**src/rtl/moldudp64_hdr_parser.sv**
```systemverilog
`default_nettype none
// ============================================================================
// Module   : moldudp64_hdr_parser
// Purpose  : Strips Eth/(802.1Q)/IPv4/UDP/MoldUDP64 headers and emits framed
//            MoldUDP64 message payloads with per-message sequence numbers.
//            Optional macro VLAN_EN enables single-tag 802.1Q parsing.
// Revision : 1.0 - initial release
// ============================================================================
module moldudp64_hdr_parser #(
    parameter logic [15:0] UDP_PORT    = 16'd0,
    parameter logic [15:0] MAX_MSG_LEN = 16'd1024,
    parameter logic [2:0]  FCS_BYTES   = 3'd4
) (
    input  logic        clkIn,
    input  logic        rstIn,
    input  logic [7:0]  dataIn,
    input  logic        dataValidIn,
    input  logic        dataLastIn,
    output logic [7:0]  msgDataOut,
    output logic        msgValidOut,
    output logic        msgStartOut,
    output logic        msgLastOut,
    output logic [63:0] seqNumOut,
    output logic        dropOut,
    output logic        errOut
);
    localparam int c_FCS = int'(FCS_BYTES);

    localparam logic [3:0] c_ETH   = 4'd0;
`ifdef VLAN_EN
    localparam logic [3:0] c_VLAN  = 4'd1;
`endif
    localparam logic [3:0] c_IP    = 4'd2;
    localparam logic [3:0] c_UDP   = 4'd3;
    localparam logic [3:0] c_MOLD  = 4'd4;
    localparam logic [3:0] c_MLEN  = 4'd5;
    localparam logic [3:0] c_MDATA = 4'd6;
    localparam logic [3:0] c_TAIL  = 4'd7;
    localparam logic [3:0] c_SKIP  = 4'd8;

    logic [7:0]  w_pByte;
    logic        w_pValid;
    logic        w_endNoByte;
    logic [3:0]  r_state, w_nextState, w_natNext;
    logic [15:0] r_byteCnt, r_msgRemain, r_msgLen;
    logic [7:0]  r_prevByte;
    logic [5:0]  r_hdrLen;
    logic [63:0] r_seq;
    logic        w_dropHit, w_errHit, w_truncErr, w_cntClr, w_msgDone;
    logic        w_msgValid, w_msgStart, w_msgLast;
    logic [15:0] w_field;

    assign w_field = {r_prevByte, w_pByte};

    // A byte is released to the parser only once FCS_BYTES newer bytes exist.
    generate
        if (c_FCS == 0) begin : g_noFcs
            assign w_pByte     = dataIn;
            assign w_pValid    = dataValidIn;
            assign w_endNoByte = 1'b0;
        end else begin : g_fcs
            logic [c_FCS*8-1:0] r_dly;
            logic [3:0]         r_fill;
            assign w_pByte     = r_dly[c_FCS*8-1 -: 8];
            assign w_pValid    = dataValidIn && (r_fill == 4'(c_FCS));
            assign w_endNoByte = dataValidIn && dataLastIn && !w_pValid;
            always_ff @(posedge clkIn or posedge rstIn) begin
                if (rstIn) begin
                    r_dly  <= '0;
                    r_fill <= '0;
                end else if (dataValidIn) begin
                    r_dly <= (c_FCS*8)'({r_dly, dataIn});
                    if (dataLastIn)
                        r_fill <= '0;
                    else if (r_fill != 4'(c_FCS))
                        r_fill <= r_fill + 4'd1;
                end
            end
        end
    endgenerate

    always_ff @(posedge clkIn or posedge rstIn) begin
        if (rstIn) r_state <= c_ETH;
        else       r_state <= w_nextState;
    end

    always_comb begin
        w_natNext  = r_state;
        w_dropHit  = 1'b0;
        w_errHit   = 1'b0;
        w_cntClr   = 1'b0;
        w_msgDone  = 1'b0;
        w_truncErr = 1'b0;
        if (w_pValid) begin
            case (r_state)
                c_ETH: if (r_byteCnt == 16'd13) begin
                    w_cntClr = 1'b1;
                    if (w_field == 16'h0800) w_natNext = c_IP;
`ifdef VLAN_EN
                    else if (w_field == 16'h8100) w_natNext = c_VLAN;
`endif
                    else begin w_natNext = c_SKIP; w_dropHit = 1'b1; end
                end
`ifdef VLAN_EN
                c_VLAN: if (r_byteCnt == 16'd3) begin
                    w_cntClr = 1'b1;
                    if (w_field == 16'h0800) w_natNext = c_IP;
                    else begin w_natNext = c_SKIP; w_dropHit = 1'b1; end
                end
`endif
                c_IP: begin
                    if (r_byteCnt == 16'd0) begin
                        if (w_pByte[7:4] != 4'd4) begin
                            w_natNext = c_SKIP; w_dropHit = 1'b1; w_cntClr = 1'b1;
                        end else if (w_pByte[3:0] < 4'd5) begin
                            w_natNext = c_SKIP; w_errHit = 1'b1; w_cntClr = 1'b1;
                        end
                    end else if (r_byteCnt == 16'd9 && w_pByte != 8'd17) begin
                        w_natNext = c_SKIP; w_dropHit = 1'b1; w_cntClr = 1'b1;
                    end else if (r_byteCnt == {10'd0, r_hdrLen} - 16'd1) begin
                        w_natNext = c_UDP; w_cntClr = 1'b1;
                    end
                end
                c_UDP: begin
                    if (r_byteCnt == 16'd3 && UDP_PORT != 16'd0 && w_field != UDP_PORT) begin
                        w_natNext = c_SKIP; w_dropHit = 1'b1; w_cntClr = 1'b1;
                    end else if (r_byteCnt == 16'd7) begin
                        w_natNext = c_MOLD; w_cntClr = 1'b1;
                    end
                end
                c_MOLD: if (r_byteCnt == 16'd19) begin
                    w_cntClr  = 1'b1;
                    w_natNext = (w_field == 16'h0000 || w_field == 16'hFFFF) ? c_TAIL : c_MLEN;
                end
                c_MLEN: if (r_byteCnt == 16'd1) begin
                    w_cntClr = 1'b1;
                    if (w_field > MAX_MSG_LEN) begin
                        w_natNext = c_SKIP; w_errHit = 1'b1;
                    end else if (w_field == 16'd0) begin
                        w_msgDone = 1'b1;
                        w_natNext = (r_msgRemain <= 16'd1) ? c_TAIL : c_MLEN;
                    end else begin
                        w_natNext = c_MDATA;
                    end
                end
                c_MDATA: if (r_byteCnt == r_msgLen - 16'd1) begin
                    w_cntClr  = 1'b1;
                    w_msgDone = 1'b1;
                    w_natNext = (r_msgRemain <= 16'd1) ? c_TAIL : c_MLEN;
                end
                c_TAIL, c_SKIP: w_natNext = r_state;
                default: w_natNext = c_ETH;
            endcase
        end
        w_nextState = w_natNext;
        // Frame end: anything short of a finished (TAIL) or rejected (SKIP) frame is truncated.
        if (w_pValid && dataLastIn) begin
            w_nextState = c_ETH;
            w_cntClr    = 1'b1;
            w_truncErr  = (w_natNext != c_TAIL) && (w_natNext != c_SKIP);
        end else if (w_endNoByte) begin
            w_nextState = c_ETH;
            w_truncErr  = (r_state != c_TAIL) && (r_state != c_SKIP);
        end
    end

    always_comb begin
        w_msgValid = w_pValid && (r_state == c_MDATA);
        w_msgStart = w_msgValid && (r_byteCnt == 16'd0);
        w_msgLast  = w_msgValid && w_msgDone && !w_truncErr;
    end

    always_ff @(posedge clkIn or posedge rstIn) begin
        if (rstIn) begin
            msgDataOut  <= '0;
            msgValidOut <= 1'b0;
            msgStartOut <= 1'b0;
            msgLastOut  <= 1'b0;
            seqNumOut   <= '0;
            dropOut     <= 1'b0;
            errOut      <= 1'b0;
            r_byteCnt   <= '0;
            r_msgRemain <= '0;
            r_msgLen    <= '0;
            r_prevByte  <= '0;
            r_hdrLen    <= '0;
            r_seq       <= '0;
        end else begin
            msgValidOut <= w_msgValid;
            msgStartOut <= w_msgStart;
            msgLastOut  <= w_msgLast;
            dropOut     <= w_dropHit;
            errOut      <= w_errHit || w_truncErr;
            if (w_msgValid) begin
                msgDataOut <= w_pByte;
                seqNumOut  <= r_seq;
            end
            if (w_endNoByte) begin
                r_byteCnt <= '0;
            end else if (w_pValid) begin
                r_byteCnt  <= w_cntClr ? 16'd0 : r_byteCnt + 16'd1;
                r_prevByte <= w_pByte;
                if (r_state == c_IP && r_byteCnt == 16'd0)
                    r_hdrLen <= {w_pByte[3:0], 2'b00};
                if (r_state == c_MOLD && r_byteCnt >= 16'd10 && r_byteCnt <= 16'd17)
                    r_seq <= {r_seq[55:0], w_pByte};
                if (r_state == c_MOLD && r_byteCnt == 16'd19)
                    r_msgRemain <= w_field;
                if (r_state == c_MLEN && r_byteCnt == 16'd1)
                    r_msgLen <= w_field;
                if (w_msgDone) begin
                    r_seq <= r_seq + 64'd1;
                    if (r_msgRemain != 16'd0)
                        r_msgRemain <= r_msgRemain - 16'd1;
                end
            end
        end
    end

endmodule
`default_nettype wire
```
**config.mk**
```make
export PLATFORM = sky130hd
export DESIGN_NAME = moldudp64_hdr_parser
export DESIGN_NICKNAME = d
export VERILOG_FILES = /design/src/rtl/moldudp64_hdr_parser.sv
export SDC_FILE = /design/constraint.sdc
export NUM_CORES = 1
export LEC_CHECK = 0
export ABC_AREA = 1
export CORE_MARGIN = 10
export CORE_UTILIZATION = 58
export CTS_BUF_LIST = sky130_fd_sc_hd__clkbuf_2
export CTS_CLUSTER_SIZE = 20
export DETAILED_ROUTE_END_ITERATION = 8
export MAX_ROUTING_LAYER = met4
export PLACE_DENSITY = 0.9
export SLEW_MARGIN = 10
export SYNTH_ARGS = -nofsm -noshare
export SYNTH_HDL_FRONTEND = slang
export SYNTH_SLANG_ARGS = --single-unit
```
**constraint.sdc**
```tcl
create_clock -name clkIn -period 17.4 [get_ports clkIn]
set_clock_uncertainty 0.1 [all_clocks]
set_input_delay 3.48 -clock clkIn [delete_from_list [all_inputs] [get_ports clkIn]]
set_output_delay 3.48 -clock clkIn [all_outputs]
set_load 0.005 [all_outputs]
```
# Word-level counts from Yosys, hierarchy flattened

Index checks and enable logic that the tools add are counted.

Register bits: 241
Input port bits: 12
Output and inout port bits: 77

Add/subtract/negate cells: 6
Magnitude comparators: 5
Equal/unequal tests: 24
Muxes and demuxes: 62
Bitwise logic cells: 1
Reductions and logical operators: 33

Operators by type and width:

| operator                                                                             | count |
|---|---|
| 64-bit 2-to-1 mux                                                                    | 2 |
| 16-bit 2-to-1 mux                                                                    | 6 |
| 4-bit 2-to-1 mux                                                                     | 17 |
| 64-bit by 1-bit adder with 64-bit output, second input constant                      | 1 |
| 16-bit equality test                                                                 | 2 |
| 16-bit by 4-bit equality test with 1-bit output, second input constant               | 2 |
| 16-bit zero test                                                                     | 2 |
| 16-bit by 1-bit subtractor with 16-bit output, second input constant                 | 2 |
| 1-bit 2-to-1 mux                                                                     | 29 |
| 4-bit one-hot mux with 7 select lines                                                | 1 |
| 4-bit by 3-bit equality test with 1-bit output, second input constant                | 5 |
| 16-bit by 1-bit adder with 16-bit output, second input constant                      | 1 |
| 16-bit by 1-bit equality test with 1-bit output, second input constant               | 1 |
| 16-bit by 12-bit equality test with 1-bit output, second input constant              | 1 |
| 16-bit equality test, second input constant                                          | 1 |
| 16-bit by 3-bit equality test with 1-bit output, second input constant               | 1 |
| 16-bit by 5-bit equality test with 1-bit output, second input constant               | 1 |
| 16-bit by 4-bit greater-or-equal comparator with 1-bit output, second input constant | 1 |
| 16-bit by 11-bit greater-than comparator with 1-bit output, second input constant    | 1 |
| 16-bit by 1-bit less-or-equal comparator with 1-bit output, second input constant    | 1 |
| 16-bit by 5-bit less-or-equal comparator with 1-bit output, second input constant    | 1 |
| 1-bit logical AND                                                                    | 16 |
| 4-bit by 3-bit != test with 1-bit output, second input constant                      | 4 |
| 16-bit nonzero test                                                                  | 1 |
| other kinds (18)                                                                     | 31 |

# Longest topological paths before layout

Gate-level depths: netlist (run 1).

Word-level depth: 12
Gate-level depth with buffers: 20

# Worst setup path after synthesis (run 1)

No wires, ideal clock.

Path type: input-to-reg
Start: in dataValidIn
End: reg r_seq[1]
Library setup time: 119 ps
Arrival: 5124 ps
Required time: 17181 ps
Setup slack: 12056 ps
Stages on the path: 10
Path buffers: 4
Path through: clkbuf_1 inv_2 nor2_4 inv_1 or4_1 buf_2 buf_2 buf_6 a31oi_1 inv_1

Word-level cells in the longest chain between the ends: 5
Elaborated cells between the ends (all ways): 9
Those cells by class: mux: 2; bitwise: 1; reduce/logical: 6

RTL lines:

| item                                                        | RTL line | source |
|---|---|---|
| start: declaration                                          | 17       | `input logic dataValidIn,` |
| branches (longest 5 deep; another with 3-bit AND reduction) | --       |  |
| end signal: assignment                                      | 206      | `r_seq <= {r_seq[55:0], w_pByte};` |
| end signal: assignment                                      | 212      | `r_seq <= r_seq + 64'd1;` |
| end: declaration                                            | 48       | `logic [63:0] r_seq;` |

Several ways; the timed one is not identified.
A chain may end at the register's enable or synchronous reset.

# Final worst setup path (run 1)

Start: in dataValidIn
End: reg r_seq[14]

Same word-level chain as after synthesis.

==> results.sh, run 1 <==
export IMPL_gp_congestion=1.01
export IMPL_grt_pass1_vias=12856
export IMPL_reg2reg_slack_ns=12.61
export IMPL_syn2layout_area_growth_pct=10.7
export IMPL_total_power_mw=1.32
export IMPL_numCtsBuffers=60
export IMPL_cts_resized=0
export IMPL_syn_avg_cell_area_um2=7.46
export IMPL_drt_initial_drc_count=1401
export IMPL_clk_latency_ns=0.94
export IMPL_leakagePower_nw=7.53
export IMPL_rows=56
export IMPL_worst_setup_path_type="primary input to register"
export IMPL_rsz0062_at_grt="no"
export IMPL_cts_setup_buffers=0
export IMPL_final_cells=2324
export IMPL_grt_pass1_wl_um=66100
export IMPL_die_h_um=175
export IMPL_clock_root_buffer="clkbuf_2"
export IMPL_place_area_mm2=0.0150
export IMPL_reg2reg_from="g_fcs.r_fill[0]"
export IMPL_synth_area_mux_share_pct=0
export IMPL_status="finished, final reports clean"
export IMPL_tritoncts="yes"
export IMPL_synth_net_count=1901
export IMPL_finalHoldViolCount=0
export IMPL_synth_flop_cell="dfrtp_1"
export IMPL_clock_sinks=241
export IMPL_dpl_worst_slack_ns=9.01
export IMPL_synth_largest_area_cell="dfrtp_1"
export IMPL_critPathLaunchType="primary input"
export IMPL_reg2regPathDepth=11
export IMPL_dp_hpwl_um=29700
export IMPL_synth_compound_area_share_pct=15.1
export IMPL_overflow=0
export IMPL_drv_slew=0
export IMPL_initial_utilization_pct=59.3
export IMPL_yosysWarnings=0
export IMPL_p_per_area_mw_per_mm2=85.3
export IMPL_synth_simple_gate_area_share_pct=26.4
export IMPL_finalCriticalPeriod_ns=7.59
export IMPL_synth_enable_flop_cells=0
export IMPL_synthCells=1877
export IMPL_synth_seq_cells=241
export IMPL_io_pins=89
export IMPL_numPortBuffers=88
export IMPL_synth_top_family_by_area="simple AND/OR/NAND/NOR gates"
export IMPL_die_w_um=175
export IMPL_placedCellCount=2221
export IMPL_layout_nets=1988
export IMPL_clock_path_buffers=3
export IMPL_max_vdd_ir_drop_mv=0.0576
export IMPL_syn_area_mm2=0.0140
export IMPL_startpoint="dataValidIn"
export IMPL_arrival_ns=8.25
export IMPL_grt_max_degree=145
export IMPL_max_slew_margin_rel_pct=34.9
export IMPL_ys_types=52
export IMPL_tightest_slew_ns=0.977
export IMPL_drive_gt1_share_pct=7.39
export IMPL_final_util_pct=65.6
export IMPL_worstPathMaxFanout=70
export IMPL_design_area_mm2=0.0155
export IMPL_first_pass_iters=6
export IMPL_endpoint_kind="register"
export IMPL_track_usage_pct=26.8
export IMPL_via_per_inst=5.76
export IMPL_worst_slack_ns=9.81
export IMPL_wire_per_inst_um=17.7
export IMPL_seq_area_frac_synth_pct=43.1
export IMPL_synthTopCellsByArea="dfrtp_1 43%, nand2_1 13%, o21ai_0 8.6%"
export IMPL_finalCritPeriodShare_pct=43.6
export IMPL_drcViolationCount=0
export IMPL_reg2reg_to="r_seq[14]"
export IMPL_setup_viol=0
export IMPL_async_flop_share_pct=100
export IMPL_fp_dieArea_mm2=0.0308
export IMPL_cp_endpoint="r_seq[14]"
export IMPL_antenna_found_initial=1
export IMPL_cts_max_level=2
export IMPL_cts_hold_fix_buffers=0
export IMPL_fin_tns_setup_ns=0
export IMPL_drt_total_wl_um=41100
export IMPL_drv_cap=0
export IMPL_num_vias=13397
export IMPL_hold_ws_ns=0.369
export IMPL_synth_adder_area_share_pct=1.07
export IMPL_clkTransAtPathRegs_ns=0.10
export IMPL_core_mm2=0.0236
export IMPL_drtAntennaViolNets=0
export IMPL_fmax_mhz=132
export IMPL_required_ns=18.05
export IMPL_synth_xor_area_share_pct=6.19
export IMPL_synth_top_area_share_pct=43.1
export IMPL_hp_class="register to register"
[area by class of cell]
cell class / instances / area (um2)
antenna: 1 / 2.50
clock buffer: 76 / 380
clock inverter: 26 / 145
fill: 2097 / 8120
inverter: 200 / 764
multi-input combinational: 1364 / 6820
sequential: 241 / 6030
tap: 319 / 399
timing repair buffer: 97 / 952
[placed cells by master (no fill, tap or decap), drive strengths merged, types with 33 or more instances in the layout]
| master | Yosys | final |
|---|---|---|
| nand2 | 493 | 493 |
| o21ai | 341 | 341 |
| dfrtp | 241 | 241 |
| nor2 | 203 | 203 |
| inv | 198 | 200 |
| xor2 | 91 | 91 |
| clkdlybuf4s50 | 0 | 88 |
| nand3 | 77 | 77 |
| clkbuf | 43 | 76 |
| nand4 | 33 | 33 |
[synth_stat cells (4+ instances only)]
master / n
nor2_2: 6
buf_6: 10
inv_1: 193
a21oi_1: 14
o21ai_2: 4
inv_2: 5
o311ai_1: 4
dfrtp_1: 241
o21ai_0: 241
o211ai_2: 8
nor4_1: 9
xnor2_1: 8
nor3_1: 29
nand3_1: 74
o22ai_1: 13
nand3b_1: 4
nor2_1: 189
nand2_2: 7
o21ai_1: 96
nand4_1: 32
xor2_1: 91
ha_1: 12
nor2_4: 7
buf_2: 12
nand2_1: 483
clkbuf_1: 42
[state kept, by name, indices dropped and copies added (netlist names)]
name and flops:
r_msgLen 16, msgDataOut 8, seqNumOut 64, r_hdrLen 4, r_seq 64, r_state 4, r_byteCnt 16, g_fcs.r_dly 32
r_prevByte 8, r_msgRemain 16, msgStartOut 1, dropOut 1, errOut 1, msgLastOut 1, g_fcs.r_fill 4, msgValidOut 1
[critical path: stages]
cell	delay [ns]
clkdlybuf4s50_1	0.46
buf_4	0.34
inv_2	0.28
nor2_4	0.16
buf_4	0.47
inv_1	0.47
or4_2	0.75
buf_4	0.34
nand2_1	0.81
buf_4	0.48
o21ai_0	0.14
[cells by family after synthesis]
family	count (synthesis)
AND/OR/NAND/NOR	860
AO/OA/AOI/OAI	393
buffers and inverters	272
flip-flops	241
XOR/XNOR	99
adder cells (fa/ha/maj)	12
[worst min-delay path by stage]
stage                                from         endpoint  slack (ns)  cells past startpoint
final                     g_fcs.r_dly[15]  g_fcs.r_dly[23]        0.37                      2
after global routing      g_fcs.r_dly[13]  g_fcs.r_dly[13]        0.40                      2
after CTS                 g_fcs.r_dly[15]  g_fcs.r_dly[23]        0.37                      2
after detailed placement  g_fcs.r_dly[15]  g_fcs.r_dly[15]        0.36                      2
after global placement    g_fcs.r_dly[15]  g_fcs.r_dly[15]        0.35                      2
after floorplan            g_fcs.r_dly[0]   g_fcs.r_dly[0]        0.34                      2
[metal layers]
metal  global-route usage [%]  part of all wire, %  vias to the layer above  wire, um
met5                        -                    0                        -         0
met4                     10.5                  3.7                        0      1530
met3                     5.13                  8.1                      133      3340
met2                     42.9                   48                      640     19600
met1                     33.0                   41                     6319     16700
li1                         -                    -                     6305         -
[power breakdown]
part	total (mW)	leakage, nW	switching (mW)	internal (mW)
Clock	0.380	0.396	0.241	0.139
Sequential	0.668	2.89	0.0508	0.617
Combinational	0.273	4.25	0.178	0.0949
Total	1.32	7.53	0.470	0.851
Note: power is estimated with default switching activity, not from simulation.
==> run 2: changes to the inputs <==
==> constraint.sdc (replaced) <==
create_clock -name clkIn -period 7.9 [get_ports clkIn]
set_clock_uncertainty 0.1 [all_clocks]
set_input_delay 1.58 -clock clkIn [delete_from_list [all_inputs] [get_ports clkIn]]
set_output_delay 1.58 -clock clkIn [all_outputs]
set_load 0.005 [all_outputs]
==> run 2 against run 1 <==
  * Register-to-register slack worse by 9.4 ns
  * Largest power group unchanged
  * Critical path type unchanged
  * Combinational power is 120% higher
  * Largest cell class unchanged
  * Routed wire length is 1.5% lower
==> results.sh, run 2 (same netlist as run 1, synthesis figures left out) <==
export IMPL_antenna_found_initial=1
export IMPL_tightest_slew_ns=1.25
export IMPL_cts_max_level=3
export IMPL_finalCriticalPeriod_ns=5.71
export IMPL_whs_path_depth=2
export IMPL_num_vias=13324
export IMPL_cts_resized=0
export IMPL_rows=56
export IMPL_drtAntennaViolNets=0
export IMPL_reg2reg_to="r_seq[57]"
export IMPL_arrival_ns=6.21
export IMPL_drt_total_wl_um=40500
export IMPL_hold_ws_ns=0.340
export IMPL_worstPathMaxFanout=70
export IMPL_rsz0062_at_grt="no"
export IMPL_setup_viol=0
export IMPL_hp_class="register to register"
export IMPL_reg2reg_from="g_fcs.r_fill[1]"
export IMPL_status="finished, final reports clean"
export IMPL_crit_family="buffers and inverters"
export IMPL_cts_hold_fix_buffers=0
export IMPL_drive_gt1_share_pct=7.39
export IMPL_worstHoldEndpoint="g_fcs.r_dly[31]"
export IMPL_die_w_um=175
export IMPL_endpoint_kind="register"
export IMPL_p_per_area_mw_per_mm2=189
export IMPL_drv_cap=0
export IMPL_grt_pass1_vias=12551
export IMPL_cp_cell_sequence="clkdlybuf4s50_1 -> buf_4 -> inv_2 -> nor2_4 -> buf_4 -> inv_1 -> or4_2 -> nand2_1 -> buf_4 -> o221ai_1"
export IMPL_first_pass_iters=6
export IMPL_total_power_mw=2.92
export IMPL_fp_dieArea_mm2=0.0308
export IMPL_numPortBuffers=88
export IMPL_clock_sinks=241
export IMPL_required_ns=8.40
export IMPL_critPathLaunchType="primary input"
export IMPL_max_slew_margin_rel_pct=16.5
export IMPL_numCtsBuffers=66
export IMPL_initial_utilization_pct=59.3
export IMPL_finalCritPeriodShare_pct=72.3
export IMPL_via_per_inst=5.73
export IMPL_layout_commonest_cell="nand2_1"
export IMPL_grt_pass1_wl_um=65400
export IMPL_num_fill_cells=2003
export IMPL_wire_per_inst_um=17.4
export IMPL_cts_setup_buffers=0
export IMPL_clk_latency_ns=0.88
export IMPL_layout_common_cells="483 x nand2_1, 241 x o21ai_0, 241 x dfrtp_1, 192 x inv_1, 189 x nor2_1"
export IMPL_register_area_mm2=0.00603
export IMPL_grt_max_degree=136
export IMPL_overflow=0
export IMPL_max_vdd_ir_drop_mv=0.136
export IMPL_die_h_um=175
export IMPL_multi_input_area_mm2=0.00682
export IMPL_reg2reg_slack_ns=3.20
export IMPL_clkTransAtPathRegs_ns=0.10
export IMPL_worst_setup_path_type="primary input to register"
export IMPL_drcViolationCount=0
export IMPL_path_buf_inv=6
export IMPL_gp_congestion=1.01
export IMPL_slowest_stage="or4_2"
export IMPL_finalHoldViolCount=0
export IMPL_drv_slew=0
export IMPL_leakagePower_nw=7.52
export IMPL_clock_root_buffer="clkbuf_2"
export IMPL_tritoncts="yes"
export IMPL_slowest_delay_ns=1.35
export IMPL_hp_start="g_fcs.r_dly[23]"
export IMPL_clock_path_buffers=3
export IMPL_crit_top_cell="buf_4"
export IMPL_fin_tns_setup_ns=0
export IMPL_reg_largest_list="r_seq x64, seqNumOut x64, g_fcs.r_dly x32"
export IMPL_reg2regPathDepth=10
export IMPL_fmax_mhz=175
export IMPL_syn2layout_area_growth_pct=10.6
export IMPL_dp_hpwl_um=29300
export IMPL_core_mm2=0.0236
export IMPL_io_pins=89
export IMPL_track_usage_pct=26.7
export IMPL_drt_initial_drc_count=1555
export IMPL_layout_nets=1993
## run 2: worst max path at each step
stage / from / to / slack, ns / depth (start not counted)
final: dataValidIn / r_seq[57] / 2.19 / 10
after global routing: dataValidIn / r_seq[57] / 1.95 / 10
after floorplan: rstIn / dropOut / 3.06 / 1
after detailed placement: dataValidIn / r_seq[57] / 1.51 / 10
after global placement: dataValidIn / r_seq[57] / 1.57 / 10
after CTS: dataValidIn / r_seq[57] / 2.36 / 10
## run 2: through the flow
stage	std cells	util, %	cell area, um2	setup WS, ns
after global routing	2324	65.6	15500	1.95
after global placement	2220	63.3	15000	1.57
after floorplan	1877	-	14000	3.06
after detailed placement	2220	63.3	15000	1.51
final	2324	65.6	15500	2.19
after CTS	2323	65.6	15500	2.36
## run 2: per-layer routing
metal  part of all wire (%)  track usage, %  vias to the layer above
met3                    9.3            5.73                      103
met1                     43            35.2                     6251
met2                     45            40.2                      662
li1                       -               -                     6308
met4                    3.2            9.36                        0
met5                      0               -                        -
## run 2: power by group
group | internal (mW) | leakage [nW] | switching, mW
combinational | 0.209 | 4.24 | 0.394
sequential | 1.36 | 2.89 | 0.110
clock | 0.321 | 0.395 | 0.529
## run 2: layout make-up
cell class	count	share of cell area, %
clock inverters	20	0.775
well taps	319	2.58
inverters	200	4.91
clock buffers	83	2.68
multi-input cells	1364	44.0
diodes	1	0.0162
flip-flops and latches	241	38.9
repair buffers	96	6.07
## run 2: worst min-delay path, cell delays in order, from the launching register on
cell and delay [ns]:
dfrtp_1 0.35, nand2_1 0.05, o21ai_0 0.06
==> run 3: changes to the inputs <==
==> constraint.sdc (replaced) <==
create_clock -name clkIn -period 5.7 [get_ports clkIn]
set_clock_uncertainty 0.1 [all_clocks]
set_input_delay 1.14 -clock clkIn [delete_from_list [all_inputs] [get_ports clkIn]]
set_output_delay 1.14 -clock clkIn [all_outputs]
set_load 0.005 [all_outputs]
==> run 3 against run 2 <==
  * Die area unchanged
  * Sequential power grew 39%
  * Count of clock-buffer cells in the layout is 2 higher
  * Power is 39% higher
  * Critical path type unchanged
==> results.sh, run 3 (same netlist as run 1, synthesis figures left out) <==
export IMPL_grt_max_degree=149
export IMPL_drt_initial_drc_count=1559
export IMPL_initial_utilization_pct=59.3
export IMPL_track_usage_pct=26.9
export IMPL_core_mm2=0.0236
export IMPL_syn2layout_area_growth_pct=11.1
export IMPL_worst_setup_path_type="primary input to register"
export IMPL_grt_pass1_wl_um=66100
export IMPL_overflow=0
export IMPL_pwr_share_seq_pct=50.0
export IMPL_die_w_um=175
export IMPL_clkTransAtPathRegs_ns=0.11
export IMPL_reg_largest_list="r_seq x64, seqNumOut x64, g_fcs.r_dly x32"
export IMPL_worstHoldEndpoint="g_fcs.r_dly[21]"
export IMPL_layout_common_cells="483 x nand2_1, 241 x o21ai_0, 241 x dfrtp_1, 192 x inv_1, 189 x nor2_1"
export IMPL_dp_hpwl_um=29900
export IMPL_wire_per_inst_um=17.5
export IMPL_arrival_ns=4.71
export IMPL_tightest_slew_ns=0.944
export IMPL_rows=56
export IMPL_final_util_pct=65.9
export IMPL_max_slew_margin_rel_pct=36.9
export IMPL_clk_latency_ns=0.96
export IMPL_drtAntennaViolNets=0
export IMPL_worstPathMaxFanout=70
export IMPL_p_int_mw=2.63
export IMPL_grt_pass1_vias=12627
export IMPL_layout_nets=1992
export IMPL_clock_sinks=241
export IMPL_finalHoldViolCount=0
export IMPL_cts_resized=0
export IMPL_leakagePower_nw=7.56
export IMPL_numCtsBuffers=61
export IMPL_p_per_area_mw_per_mm2=262
export IMPL_endpoint_kind="register"
export IMPL_clock_path_buffers=3
export IMPL_drv_cap=0
export IMPL_num_vias=13337
export IMPL_tritoncts="yes"
export IMPL_reg2regPathDepth=11
export IMPL_numPortBuffers=88
export IMPL_layout_commonest_cell="nand2_1"
export IMPL_drive_gt1_share_pct=7.64
export IMPL_antenna_found_initial=1
export IMPL_gp_congestion=0.944
export IMPL_rsz0062_at_grt="no"
export IMPL_finalCriticalPeriod_ns=4.03
export IMPL_fin_tns_setup_ns=0
export IMPL_reg2reg_from="g_fcs.r_fill[0]"
export IMPL_cts_max_level=2
export IMPL_first_pass_iters=5
export IMPL_setup_viol=0
export IMPL_fmax_mhz=248
export IMPL_drv_slew=0
export IMPL_via_per_inst=5.71
export IMPL_clock_root_buffer="clkbuf_2"
export IMPL_cts_hold_fix_buffers=0
export IMPL_max_vdd_ir_drop_mv=0.180
export IMPL_reg2reg_slack_ns=1.68
export IMPL_required_ns=6.39
export IMPL_hp_class="register to register"
export IMPL_reg2reg_to="r_seq[29]"
export IMPL_clkPwrFrac_pct=29.5
export IMPL_whs_path_depth=2
export IMPL_io_pins=89
export IMPL_final_cells=2335
export IMPL_p_comb_share_pct=20.5
export IMPL_finalCritPeriodShare_pct=70.6
export IMPL_critPathLaunchType="primary input"
export IMPL_drcViolationCount=0
export IMPL_placedCellCount=2224
export IMPL_netSwitchingPower_mw=1.44
export IMPL_hp_start="g_fcs.r_dly[13]"
export IMPL_die_h_um=175
export IMPL_cts_setup_buffers=0
export IMPL_status="finished, final reports clean"
export IMPL_swShare_pct=35.4
export IMPL_fp_dieArea_mm2=0.0308
export IMPL_drt_total_wl_um=40900
run 3: cell count changes in the layout (fill, tap and decap cells not counted):
cell,previous run,this run
clkinv_1,16,21
buf_4,8,11
clkinv_4,3,2
inv_8,0,1
clkbuf_2,83,85
clkinv_2,1,3
inv_6,1,0
clkinvlp_4,2,1
buf_12,0,1
run 3: cell type report:
class / count / area, um2
clock buffer: 85 / 425
timing repair buffer: 100 / 983
fill: 2087 / 8060
clock inverter: 25 / 135
antenna: 1 / 2.50
sequential: 241 / 6030
tap: 319 / 399
multi-input combinational: 1364 / 6820
inverter: 200 / 761
run 3: layer usage:
layer	vias to the layer above	routed length (um)	track usage, %
li1	6312	-	-
met1	6287	17800	35.9
met2	630	18500	40.4
met3	108	3400	5.25
met4	0	1130	9.22
met5	-	0	-
run 3: worst max path at each step:
stage / startpoint / end / slack (ns)
final: dataValidIn / r_seq[29] / 1.67
after global routing: g_fcs.r_fill[0] / r_seq[11] / 1.46
after CTS: g_fcs.r_fill[0] / r_seq[11] / 1.75
after detailed placement: dataValidIn / r_seq[11] / 0.78
after floorplan: rstIn / dropOut / 1.30
after global placement: dataValidIn / r_seq[30] / 0.85
run 3: through the flow:
step	setup WS [ns]	total power [mW]	hold WS, ns	instance area (um2)
6_report	1.67	4.08	0.378	15600
2_1_floorplan	1.30	2.59	0.342	14000
5_1_grt	1.46	4.31	0.410	15600
3_3_place_gp	0.853	2.86	0.353	15000
4_1_cts	1.75	4.08	0.377	15600
3_5_place_dp	0.775	2.89	0.359	15000
run 3: power groups by stage:
stage,clock network [mW],registers (mW),logic (mW)
after global placement,0,2.06,0.801
after detailed placement,0,2.06,0.826
final,1.20,2.04,0.834
after floorplan,0,2.02,0.567
after CTS,1.22,2.03,0.830
after global routing,1.31,2.06,0.948
run 3: worst max-delay path: stages:
cell	delay, ns
clkdlybuf4s50_1	0.49
inv_2	0.21
nor2_4	0.17
inv_1	0.05
buf_4	0.20
or4_2	0.67
buf_4	0.35
nand2_1	0.76
buf_4	0.47
o21ai_0	0.15
